[src/rtl/writeback_buffer.sv]
// -----------------------------------------------------------------------------
// writeback_buffer
//
// Purpose:
//   Receiving end of the cache eviction interface. Evicted dirty words are
//   queued in a small circular FIFO and drained to main memory one at a time
//   over a req/ack handshake. While a word sits in the queue, the cache's
//   miss-fill path can look it up here, so a miss never picks up stale RAM
//   contents for a word that has not reached memory yet.
//
// Ports:
//   clk          system clock, rising edge
//   rst_n        asynchronous active-low reset
//   evict_valid  cache presents an evicted word this cycle
//   evict_addr   byte address of the evicted word
//   evict_data   evicted word
//   evict_ready  buffer can take an eviction (not full)
//   lookup_addr  miss address currently being filled from RAM
//   lookup_hit   lookup_addr matches a buffered word
//   lookup_data  buffered word for lookup_addr, 0 when there is no hit
//   mem_req      write request to main memory (registered)
//   mem_addr     address of the head entry
//   mem_wd       data of the head entry
//   mem_ack      memory accepted the current write
//   empty        no valid entries
//   full         DEPTH valid entries
//   overflow     sticky flag: an eviction arrived while full
// -----------------------------------------------------------------------------
module writeback_buffer #(
    parameter int DATA_WIDTH = 32,
    parameter int ADDR_WIDTH = 32,
    parameter int DEPTH      = 4
) (
    input  logic                  clk,
    input  logic                  rst_n,
    input  logic                  evict_valid,
    input  logic [ADDR_WIDTH-1:0] evict_addr,
    input  logic [DATA_WIDTH-1:0] evict_data,
    output logic                  evict_ready,
    input  logic [ADDR_WIDTH-1:0] lookup_addr,
    output logic                  lookup_hit,
    output logic [DATA_WIDTH-1:0] lookup_data,
    output logic                  mem_req,
    output logic [ADDR_WIDTH-1:0] mem_addr,
    output logic [DATA_WIDTH-1:0] mem_wd,
    input  logic                  mem_ack,
    output logic                  empty,
    output logic                  full,
    output logic                  overflow
);

    localparam int PTR_W = (DEPTH > 1) ? $clog2(DEPTH) : 1;
    localparam int CNT_W = PTR_W + 1;
    localparam logic [CNT_W-1:0] DEPTH_CNT = CNT_W'(DEPTH);
    localparam logic [PTR_W-1:0] PTR_ONE   = PTR_W'(1'b1);
    localparam logic [CNT_W-1:0] CNT_ONE   = CNT_W'(1'b1);
    localparam logic [CNT_W-1:0] CNT_ZERO  = CNT_W'(1'b0);

    typedef enum logic {
        ST_IDLE = 1'b0,
        ST_REQ  = 1'b1
    } state_t;

    // Word-granular address compare: byte offset bits [1:0] never matter.
    function automatic logic word_match(input logic [ADDR_WIDTH-1:0] a,
                                        input logic [ADDR_WIDTH-1:0] b);
        return (a[ADDR_WIDTH-1:2] == b[ADDR_WIDTH-1:2]);
    endfunction

    // Entry storage
    logic [ADDR_WIDTH-1:0] r_addr [DEPTH];
    logic [DATA_WIDTH-1:0] r_data [DEPTH];
    logic [DEPTH-1:0]      r_valid;

    logic [PTR_W-1:0]      r_head;
    logic [PTR_W-1:0]      r_tail;
    logic [CNT_W-1:0]      r_count;
    state_t                r_state;
    logic                  r_mem_req;
    logic                  r_overflow;

    logic                  w_full;
    logic                  w_push;
    logic                  w_pop;
    logic                  w_coal_hit;
    logic [PTR_W-1:0]      w_coal_idx;
    logic                  w_do_append;
    logic                  w_do_coal;
    logic [CNT_W-1:0]      w_count_next;
    state_t                w_state_next;
    logic                  w_lk_hit;
    logic [DATA_WIDTH-1:0] w_lk_data;
    logic [PTR_W-1:0]      w_lk_idx;

    assign w_full = (r_count == DEPTH_CNT);
    // evict_ready depends only on the current count, so a pop in the same
    // cycle never lets a word in while full.
    assign w_push = evict_valid && !w_full;
    // mem_ack only has meaning while a request is outstanding.
    assign w_pop  = (r_state == ST_REQ) && mem_ack;

    // Find a queued entry the incoming word can merge into; the in-flight
    // head is excluded because memory may already be sampling its data.
    always_comb begin
        w_coal_hit = 1'b0;
        w_coal_idx = PTR_W'(1'b0);
        for (int i = 0; i < DEPTH; i++) begin
            if (r_valid[i] && word_match(r_addr[i], evict_addr) &&
                !((r_state == ST_REQ) && (PTR_W'(i) == r_head))) begin
                w_coal_hit = 1'b1;
                w_coal_idx = PTR_W'(i);
            end else begin
                w_coal_hit = w_coal_hit;
            end
        end
    end

    assign w_do_coal   = w_push && w_coal_hit;
    assign w_do_append = w_push && !w_coal_hit;

    // Next occupancy and drain FSM next state.
    always_comb begin
        w_count_next = r_count;
        w_state_next = r_state;
        case ({w_do_append, w_pop})
            2'b10:   w_count_next = r_count + CNT_ONE;
            2'b01:   w_count_next = r_count - CNT_ONE;
            default: w_count_next = r_count;
        endcase
        // Request whenever something remains queued after this edge; this
        // covers IDLE->REQ on the first push and back-to-back writes in REQ.
        case (r_state)
            ST_IDLE: begin
                if (w_count_next != CNT_ZERO) begin
                    w_state_next = ST_REQ;
                end else begin
                    w_state_next = ST_IDLE;
                end
            end
            ST_REQ: begin
                if (w_count_next != CNT_ZERO) begin
                    w_state_next = ST_REQ;
                end else begin
                    w_state_next = ST_IDLE;
                end
            end
            default: w_state_next = ST_IDLE;
        endcase
    end

    // Drain FSM state, registered request, occupancy and sticky overflow.
    always_ff @(posedge clk or negedge rst_n) begin
        if (!rst_n) begin
            r_state    <= ST_IDLE;
            r_mem_req  <= 1'b0;
            r_count    <= CNT_ZERO;
            r_overflow <= 1'b0;
        end else begin
            r_state   <= w_state_next;
            r_mem_req <= (w_state_next == ST_REQ);
            r_count   <= w_count_next;
            if (evict_valid && w_full) begin
                r_overflow <= 1'b1;
            end else begin
                r_overflow <= r_overflow;
            end
        end
    end

    // FIFO pointers and entry storage.
    always_ff @(posedge clk or negedge rst_n) begin
        if (!rst_n) begin
            r_head  <= PTR_W'(1'b0);
            r_tail  <= PTR_W'(1'b0);
            r_valid <= DEPTH'(1'b0);
            for (int i = 0; i < DEPTH; i++) begin
                r_addr[i] <= ADDR_WIDTH'(1'b0);
                r_data[i] <= DATA_WIDTH'(1'b0);
            end
        end else begin
            // Appending never targets the head being popped: appending needs
            // the buffer not full, and popping needs it not empty.
            if (w_do_append) begin
                r_addr[r_tail]  <= evict_addr;
                r_data[r_tail]  <= evict_data;
                r_valid[r_tail] <= 1'b1;
                r_tail          <= r_tail + PTR_ONE;
            end else if (w_do_coal) begin
                r_data[w_coal_idx] <= evict_data;
            end else begin
                r_tail <= r_tail;
            end
            if (w_pop) begin
                r_valid[r_head] <= 1'b0;
                r_head          <= r_head + PTR_ONE;
            end else begin
                r_head <= r_head;
            end
        end
    end

    // Forwarding: walk from oldest to newest so the newest match wins.
    always_comb begin
        w_lk_hit  = 1'b0;
        w_lk_data = DATA_WIDTH'(1'b0);
        w_lk_idx  = r_head;
        for (int k = 0; k < DEPTH; k++) begin
            w_lk_idx = r_head + PTR_W'(k);
            if (r_valid[w_lk_idx] && word_match(r_addr[w_lk_idx], lookup_addr)) begin
                w_lk_hit  = 1'b1;
                w_lk_data = r_data[w_lk_idx];
            end else begin
                w_lk_hit = w_lk_hit;
            end
        end
    end

    assign evict_ready = !w_full;
    assign full        = w_full;
    assign empty       = (r_count == CNT_ZERO);
    assign overflow    = r_overflow;
    assign mem_req     = r_mem_req;
    assign mem_addr    = r_addr[r_head];
    assign mem_wd      = r_data[r_head];
    assign lookup_hit  = w_lk_hit;
    assign lookup_data = w_lk_data;

endmodule

[config.mk]
export PLATFORM = sky130hd
export DESIGN_NAME = writeback_buffer
export DESIGN_NICKNAME = d
export VERILOG_FILES = /design/src/rtl/writeback_buffer.sv
export SDC_FILE = /design/constraint.sdc
export NUM_CORES = 1
export LEC_CHECK = 0
export ABC_CLOCK_PERIOD_IN_PS = 15200
export CAP_MARGIN = 20
export CORE_UTILIZATION = 64
export CTS_CLUSTER_SIZE = 24
export DETAILED_ROUTE_END_ITERATION = 12
export GPL_TIMING_DRIVEN = 1
export PLACE_DENSITY = 0.88
export SYNTH_ARGS = -nofsm -noshare
export SYNTH_HDL_FRONTEND = slang
export SYNTH_SLANG_ARGS = --single-unit
[constraint.sdc]
create_clock -name clk -period 15.2 [get_ports clk]
set_input_delay 3.04 -clock clk [delete_from_list [all_inputs] [get_ports clk]]
set_output_delay 3.04 -clock clk [all_outputs]
set_load 0.1 [all_outputs]
# == Word level (Yosys, flattened, before mapping) ==
# Index checks and enable logic that the tools add are counted.
# word_totals
elab_cells,157
ff_bits,269
out_inout_bits,102
inputBits,100
# op_classes
n_addsub,6
eq_ne,14
order_cmp,15
bitwise,9
mux,64
reduce_logical,35
# op_table
cell,count
two-way mux 32 bit,22
binary-select mux 32 bit (select 2 bit),8
bitwise mux 128 bit,3
two-way mux 128 bit,2
== test 30 bit,8
demux 32 bit (select 2 bit),2
logical AND 1 bit,25
">= comparator 3 bit, second input constant",6
inverter 2 -> 3 bit,6
two-way mux 1 bit,16
"< comparator 2 x 3 -> 1 bit, second input constant",5
binary-select mux 1 bit (select 2 bit),4
two-way mux 4 bit,2
logical NOT 1 bit,6
"< comparator 3 x 1 -> 1 bit, second input constant",2
one-hot mux 3 bit (2 select lines),1
"adder 2 x 1 -> 2 bit, second input constant",2
"adder 2 bit, second input constant",2
AND 4 bit,1
demux 1 bit (select 2 bit),2
"== test 2 bit, first input constant",2
">= comparator 2 x 1 -> 1 bit, second input constant",2
two-way mux 2 bit,2
inverter 4 bit,1
other kinds (11),11

# == Depth between registers and ports, before layout ==
# Gate-level depths: netlist (run 1).
# logic_depth
depth_word,15
ltp_mapped,23
mapped_depth_nobuf,15

# == Worst setup path after synthesis (run 1) ==
# OpenSTA, ideal clock, no wires.
# synth_path
path_kind,input-to-output
start,input port lookup_addr[9]
end,output port lookup_data[0]
t_required_ns,12.160
path_slack_ns,5.664
cell_stages,10
path_buffers,3
t_arrival_ns,6.496
path_cell_list,buf_1 > xor2_1 > nor4_1 > o2111ai_1 > or3_1 > nor4bb_1 > buf_2 > buf_2 > nand2_1 > a31oi_1
# synth_between
elab_chain_cells,6
word_cells_on_any_way,12
classes_between,eq/ne: 4; mux: 4; reduce/logical: 4
# synth_rtl
item,line,rtl
"start, declared",40,"input logic [ADDR_WIDTH-1:0] lookup_addr,"
== test 30 bit,67,return (a[ADDR_WIDTH-1:2] == b[ADDR_WIDTH-1:2]);
logical AND 1 bit,209,"if (r_valid[w_lk_idx] && word_match(r_addr[w_lk_idx], lookup_addr)) begin"
two-way mux 32 bit (3 in series),209,
two-way mux 32 bit *,209,
"end, declared",42,"output logic [DATA_WIDTH-1:0] lookup_data,"
# Every way passes the cells marked *; elsewhere a longest branch is shown, timed or not.

# == Final worst setup path (run 1) ==
# layout_path
start,register r_head[1]
end,output port lookup_data[24]
# layout_between
elab_chain_cells,10
word_cells_on_any_way,51
classes_between,add/sub: 3; eq/ne: 4; mux: 36; bitwise: 4; reduce/logical: 4
# layout_rtl
item,line,rtl
"start, declared",75,logic [PTR_W-1:0] r_head;
"start signal, assigned",173,r_head <= PTR_W'(1'b0);
"start signal, assigned",195,r_head <= r_head + PTR_ONE;
"start signal, assigned",197,r_head <= r_head;
adder 2 x 1 -> 2 bit or inverter 2 -> 3 bit (tied branches),"208, 209, 211",
inverter 2 -> 3 bit (not written as such) or binary-select mux 32 bit (select 2 bit) (tied branches),"209, 211",
binary-select mux 32 bit (select 2 bit) or two-way mux 32 bit (tied branches),209,
two-way mux 32 bit (not written as such),209,
two-way mux 32 bit (not written as such) or == test 30 bit (tied branches),"209, 67",
== test 30 bit or logical AND 1 bit (tied branches),"67, 209",
logical AND 1 bit or two-way mux 32 bit (tied branches),209,
two-way mux 32 bit (2 in series),209,
two-way mux 32 bit *,209,
# Every way passes the cells marked *; elsewhere a longest branch is shown, timed or not. The select of a mux whose other input is x is not followed.

==> results of run 1 <==
## critical path: cells and delay by family, from the launching register on
kind            cells  cell delay (ps)
buf+inv             4             2380
mux                 1              430
flops               1             1100
fa+ha+maj           1              700
simple gates        3             1540
compound gates      1              360
xor+xnor            1              230
## cells in the mapped netlist, types with 50 or more instances
library cell	count
clkbuf_1	50
mux4_2	212
xor2_1	148
mux2_2	265
xnor2_1	72
mux2i_1	94
nand2_1	61
nor2_1	63
nor4_1	63
dfrtp_1	269
nand3_1	65
buf_2	77
## sequential cells by signal, summed over array words and instances, names as in the netlist
name / flops
r_count: 3
r_addr: 128
r_tail: 2
r_head: 2
mem_req: 1
r_valid: 4
overflow: 1
r_data: 128
## logic make-up (layout without fill, tap and decap cells)
group           count (synthesis)  in the layout  share of synthesized area
xor+xnor                      220            220                     0.0896
simple gates                  308            308                     0.0726
fa+ha+maj                      10             10                    0.00617
compound gates                203            203                     0.0647
flops                         269            269                      0.313
mux                           571            571                      0.405
buf+inv                       207            305                     0.0493
other cells                     0              2                          0
## cell type report
| class | count | area, sq um | share of cell area |
|---|---|---|---|
| flip-flops and latches | 269 | 6740 | 0.276 |
| multi-input cells | 1312 | 13800 | 0.565 |
| well taps | 442 | 553 | 0.0227 |
| diodes | 2 | 5.00 | 0.000205 |
| clock buffers | 43 | 861 | 0.0353 |
| repair buffers | 225 | 2230 | 0.0913 |
| clock inverters | 11 | 130 | 0.00533 |
| inverters | 26 | 97.6 | 0.00400 |
## worst max path at each step
stage / depth (start not counted) / to
2_1_floorplan: 10 / lookup_data[0]
5_1_grt: 11 / lookup_data[21]
3_3_place_gp: 10 / lookup_data[24]
4_1_cts: 12 / lookup_data[24]
6_report: 11 / lookup_data[24]
3_5_place_dp: 10 / lookup_data[24]
## routing by layer
metal  global-route usage  up-vias  wire, um
met3               0.0771      204      7480
met1                0.542     8770     25300
li1                     -     7043         -
met5                    0        -         0
met2                0.669     1200     33400
met4                0.162        0      3200
## stage by stage
| step | util | instance area [sq um] | hold slack [ps] |
|---|---|---|---|
| after global placement | 0.714 | 23400 | 447 |
| final | 0.745 | 24400 | 495 |
| after detailed placement | 0.714 | 23400 | 479 |
| after global routing | 0.745 | 24400 | 517 |
| after CTS | 0.744 | 24400 | 497 |
| after floorplan | - | 21500 | 473 |
==> impl_results.md, run 1 <==
* Pre-Repair DR Iteration Count at 5
* DRC at 0
* Synth area leaders: dfrtp_1, mux4_2, mux2_2, xor2_1, mux2i_1
* Total track usage at 0.409
* Layout cell share with drive strength beyond 1 at 0.300
* Syn-to-layout area delta at 13.5%
* Setup violators final at 0
* Synthesized instance count at 1788
* Worst-path cell chain: inv_1, ha_4, buf_12, mux4_2, xor2_1, nor4_1, nand4_1, or4_2, buf_4, a31oi_1, clkdlybuf4s50_1
* Worst Reg-to-Reg Cells at 13
* First-pass GRT wire length at 104000 um
* Routed wire length at 69400 um
* Clk slew on worst S/H paths at 60 ps
* CP Data Arrival Time at 7710 ps
* Crit Path Max Fanout at 123
* CTS tree: yes
* Die area at 34300 sq um
* Largest net degree at the start of global routing at 139
* Relative slew slack at 0.295
* Synthesis Warnings at 0
* Outcome: finished clean
* Hold path cells at 1
* Worst-case clock buffer depth at 3
* Antenna Nets Post-Route at 0
* Port bufs at 199
* Worst-Skew Late Latency at 590 ps
* Yosys reg bits at 269
* Final std cells w/o fill at 2330
* Cells after DPL at 2274
* Fmax at 93.0 MHz
* Placement Rows at 66
* Worst R2R End: r_data[4]$_DFFE_PN0P_
* Min-delay worst type: flip-flop to flip-flop
* Max Cap Viol at 0
* Crit-path max cell delay at 1190 ps
* Commonest cells after routing, fill and taps aside: dfrtp_1, mux2_2, mux4_2
* Die width at 185 um
* Asr flop ratio synth at 1.00
* Clock root buffer master: clkbuf_16
* R2R setup slack at 9260 ps
* Synthesized area per cell at 12.0 sq um
* Hold endpoint: overflow$_DFFE_PN0P_
* Clk sinks at 269
* Worst Setup Start Kind: flip-flop
* Distinct cell type count after synthesis at 64
* CORE AREA at 32800 sq um
* Post-route minimum period at 10750 ps
* Post-cts resize count at 0
* Antenna violations before repair at 2
* Starting DRT DRC Count at 2403
* Setup Crit Path Kind: flip-flop to primary output
* GP Congestion at 1.03
* Sequential fraction of the synthesis area at 0.313
* Post-placement worst setup slack at 4720 ps
* Top cell type's share of synthesized area at 0.313
* Vias in the first global route at 16700
* Post-CTS Hold Fix Bufs at 0
* H-tree depth at 1
* Most common cell after layout, fill and taps aside: dfrtp_1
* CP Capture Type: primary output
* Final hold viol count at 0
* # fillers at 2157
* Via density at 7.39
* Net count, final at 1975
* CTS buffer count at 31
* Max Clock Skew at 17.9 ps
* Routed wire per std cell at 29.8 um
* CP startpoint: r_head[1]$_DFFE_PN0P_
* Critical R2R Launch: r_head[0]$_DFFE_PN0P_
* Worst EP required at 12160 ps
* Worst slew pin tran at 1060 ps
* Detail Placement HPWL at 47500 um
* Max Slew Vio Count at 0
* Yosys top cell by area: dfrtp_1
* Post-synth EDFFs at 0
* RSZ-0062 raised after global routing: no
* Slowest cell on crit path: clkdlybuf4s50_1
* HP Start: overflow$_DFFE_PN0P_
* Via Count at 17200
* Setup total negative slack at 0 ps
* Post-CTS Repair Setup Buffers at 0
* IO Count at 202
* Gr ovfl total at 0
* Syn Nets at 1898
* Top_reg_cell synth: dfrtp_1
* Mapped cell area at 21500 sq um
* Min setup slack post-route at 4450 ps
* Crit share post-route at 0.707
* Die H at 185 um
* Initial core utilization at 0.656
Power of run 1 is not shown: default switching activity piles up to over one toggle a cycle in this logic, so the estimate is an artifact.
==> run 2: changes to the inputs <==
- ABC_CLOCK_PERIOD_IN_PS: 15200 -> 8750
- CORE_UTILIZATION: 64 -> 54
- PLACE_DENSITY: 0.88 -> 0.79
- clock period: 15.2 -> 8.75 ns (I/O delays scaled with it)
==> impl_results.md, run 2 (synthesis results as in run 1) <==
* Commonest cells after routing, fill and taps aside: dfrtp_1, mux2_2, mux4_2
* Crit Path Max Fanout at 41 (-67%)
* CTS tree: yes
* Most common cell after layout, fill and taps aside: dfrtp_1
* Max Slew Vio Count at 0 (unchanged)
* Post-CTS Hold Fix Bufs at 0 (unchanged)
* Crit path max-delay family: buffers and inverters
* Max Cap Viol at 0 (unchanged)
* Max Clock Skew at 16.7 ps (-1.21 ps)
* Initial core utilization at 0.553 (-0.103)
* Die area at 40600 sq um (+18%)
* Die width at 202 um (+8.8%)
* Pre-Repair DR Iteration Count at 5 (unchanged)
* DRC at 0 (unchanged)
* Detail Placement HPWL at 46500 um (-2.1%)
* Most used cell, CP: buf_4
* GP Congestion at 1.01 (-2.5%)
* First-pass GRT wire length at 105000 um (+0.66%)
* Net count, final at 1976 (+0.051%)
* Routed wire per std cell at 28.4 um (-4.8%)
* Post-cts resize count at 0 (unchanged)
* Worst slew pin tran at 1120 ps (+64.0 ps)
* Vias in the first global route at 16700 (+0.20%)
* RSZ-0062 raised after global routing: no
* Outcome: finished clean
* WP buf/inv at 4 (unchanged)
* Crit-path max cell delay at 1110 ps (-80 ps)
* Die H at 202 um (+8.8%)
* CP Data Arrival Time at 6130 ps (-1580 ps)
* Worst-path cell chain: inv_1, ha_4, buf_4, mux4_2, xor2_1, a2111oi_1, o2111ai_1, or4_2, buf_4, a31oi_1, buf_4
* Worst-case clock buffer depth at 3 (unchanged)
* CORE AREA at 38900 sq um (+19%)
* Worst-Skew Late Latency at 580 ps (about the same)
* Starting DRT DRC Count at 2263 (-5.8%)
* Antenna violations before repair at 8 (+6)
* IO Count at 202 (unchanged)
* Antenna Nets Post-Route at 0 (unchanged)
* Post-CTS Repair Setup Buffers at 0 (unchanged)
* Largest regs: r_addr (128), r_data (128), r_valid (4)
* CP Capture Type: primary output
* Fmax at 127 MHz
* Setup Crit Path Kind: flip-flop to primary output
* CTS buffer count at 29 (-6.5%)
* Clk sinks at 269 (unchanged)
* Worst EP required at 7000 ps (-5160 ps)
* Via Count at 17300 (+0.35%)
* Clk slew on worst S/H paths at 60 ps (about the same)
* Slowest cell on crit path: or4_2
* Via density at 7.17 (-2.9%)
* Setup violators final at 0 (unchanged)
* Min-delay worst type: flip-flop to flip-flop
* Layout cell share with drive strength beyond 1 at 0.322 (+0.0219)
* Routed wire length at 68300 um (-1.5%)
* Final hold viol count at 0 (unchanged)
* Port bufs at 199 (unchanged)
* Gr ovfl total at 0 (unchanged)
* Total track usage at 0.337 (-0.0725)
* Setup total negative slack at 0 ps (unchanged)
* Crit share post-route at 0.901
* Syn-to-layout area delta at 14.6%
* Relative slew slack at 0.250 (-0.0453)
* Placement Rows at 72 (+9.1%)
* Largest net degree at the start of global routing at 148 (+6.5%)
* Post-route minimum period at 7880 ps
* H-tree depth at 1 (unchanged)
* Worst Setup Start Kind: flip-flop
* Clock root buffer master: clkbuf_16
[run 2: layout make-up]
type / count / area (sq um)
diodes: 3 / 7.51
clock buffers: 36 / 782
clock inverters: 17 / 190
fillers: 2953 / 14300
inverters: 26 / 97.6
multi-input cells: 1312 / 13800
flip-flops and latches: 269 / 6740
well taps: 518 / 648
repair buffers: 228 / 2360
[run 2: path summary, 6_finish.rpt]
check                                 startpoint                 endpoint  slack (ps)  cells past startpoint
max in group asynchronous                  rst_n    r_head[0]$_DFFE_PN0P_        6090                      2
hold reg to reg             overflow$_DFFE_PN0P_     overflow$_DFFE_PN0P_         470                      1
hold / removal              overflow$_DFFE_PN0P_     overflow$_DFFE_PN0P_         470                      1
setup / recovery           r_head[1]$_DFFE_PN0P_          lookup_data[21]         870                     11
setup reg to reg           r_head[0]$_DFFE_PN0P_        mem_req$_DFF_PN0_        4300                     15
min in group asynchronous                  rst_n  r_data[102]$_DFFE_PN0P_        1270                      1
[run 2: stage by stage]
step | area (sq um) | hold WS [ps] | instances | util | setup slack, ps
after CTS | 24600 | 476 | 2404 | 0.632 | 955
after detailed placement | 23600 | 458 | 2351 | 0.607 | 1290
after floorplan | 21500 | 473 | 1788 | - | 806
after global routing | 24600 | 485 | 2408 | 0.633 | 747
final | 24600 | 468 | 2409 | 0.633 | 869
after global placement | 23600 | 439 | 2351 | 0.607 | 1300
[run 2: routing by layer]
metal	global-route usage	vias up	wire (um)
li1	-	7035	-
met1	0.473	8847	26400
met2	0.529	1204	32000
met3	0.0572	181	7290
met4	0.123	10	2580
met5	0	-	64
[run 2: worst reg2reg max path: cells and delay by family (launching register included)]
family	cells	cell delay, ps
buffers and inverters	3	530
xor gates and xnor gates	2	310
adders and majority gates	3	940
AOI/OAI and AO/OA	2	730
DFF	1	510
and+or+nand+nor	5	1320
Power of run 2 is left out for the same reason.
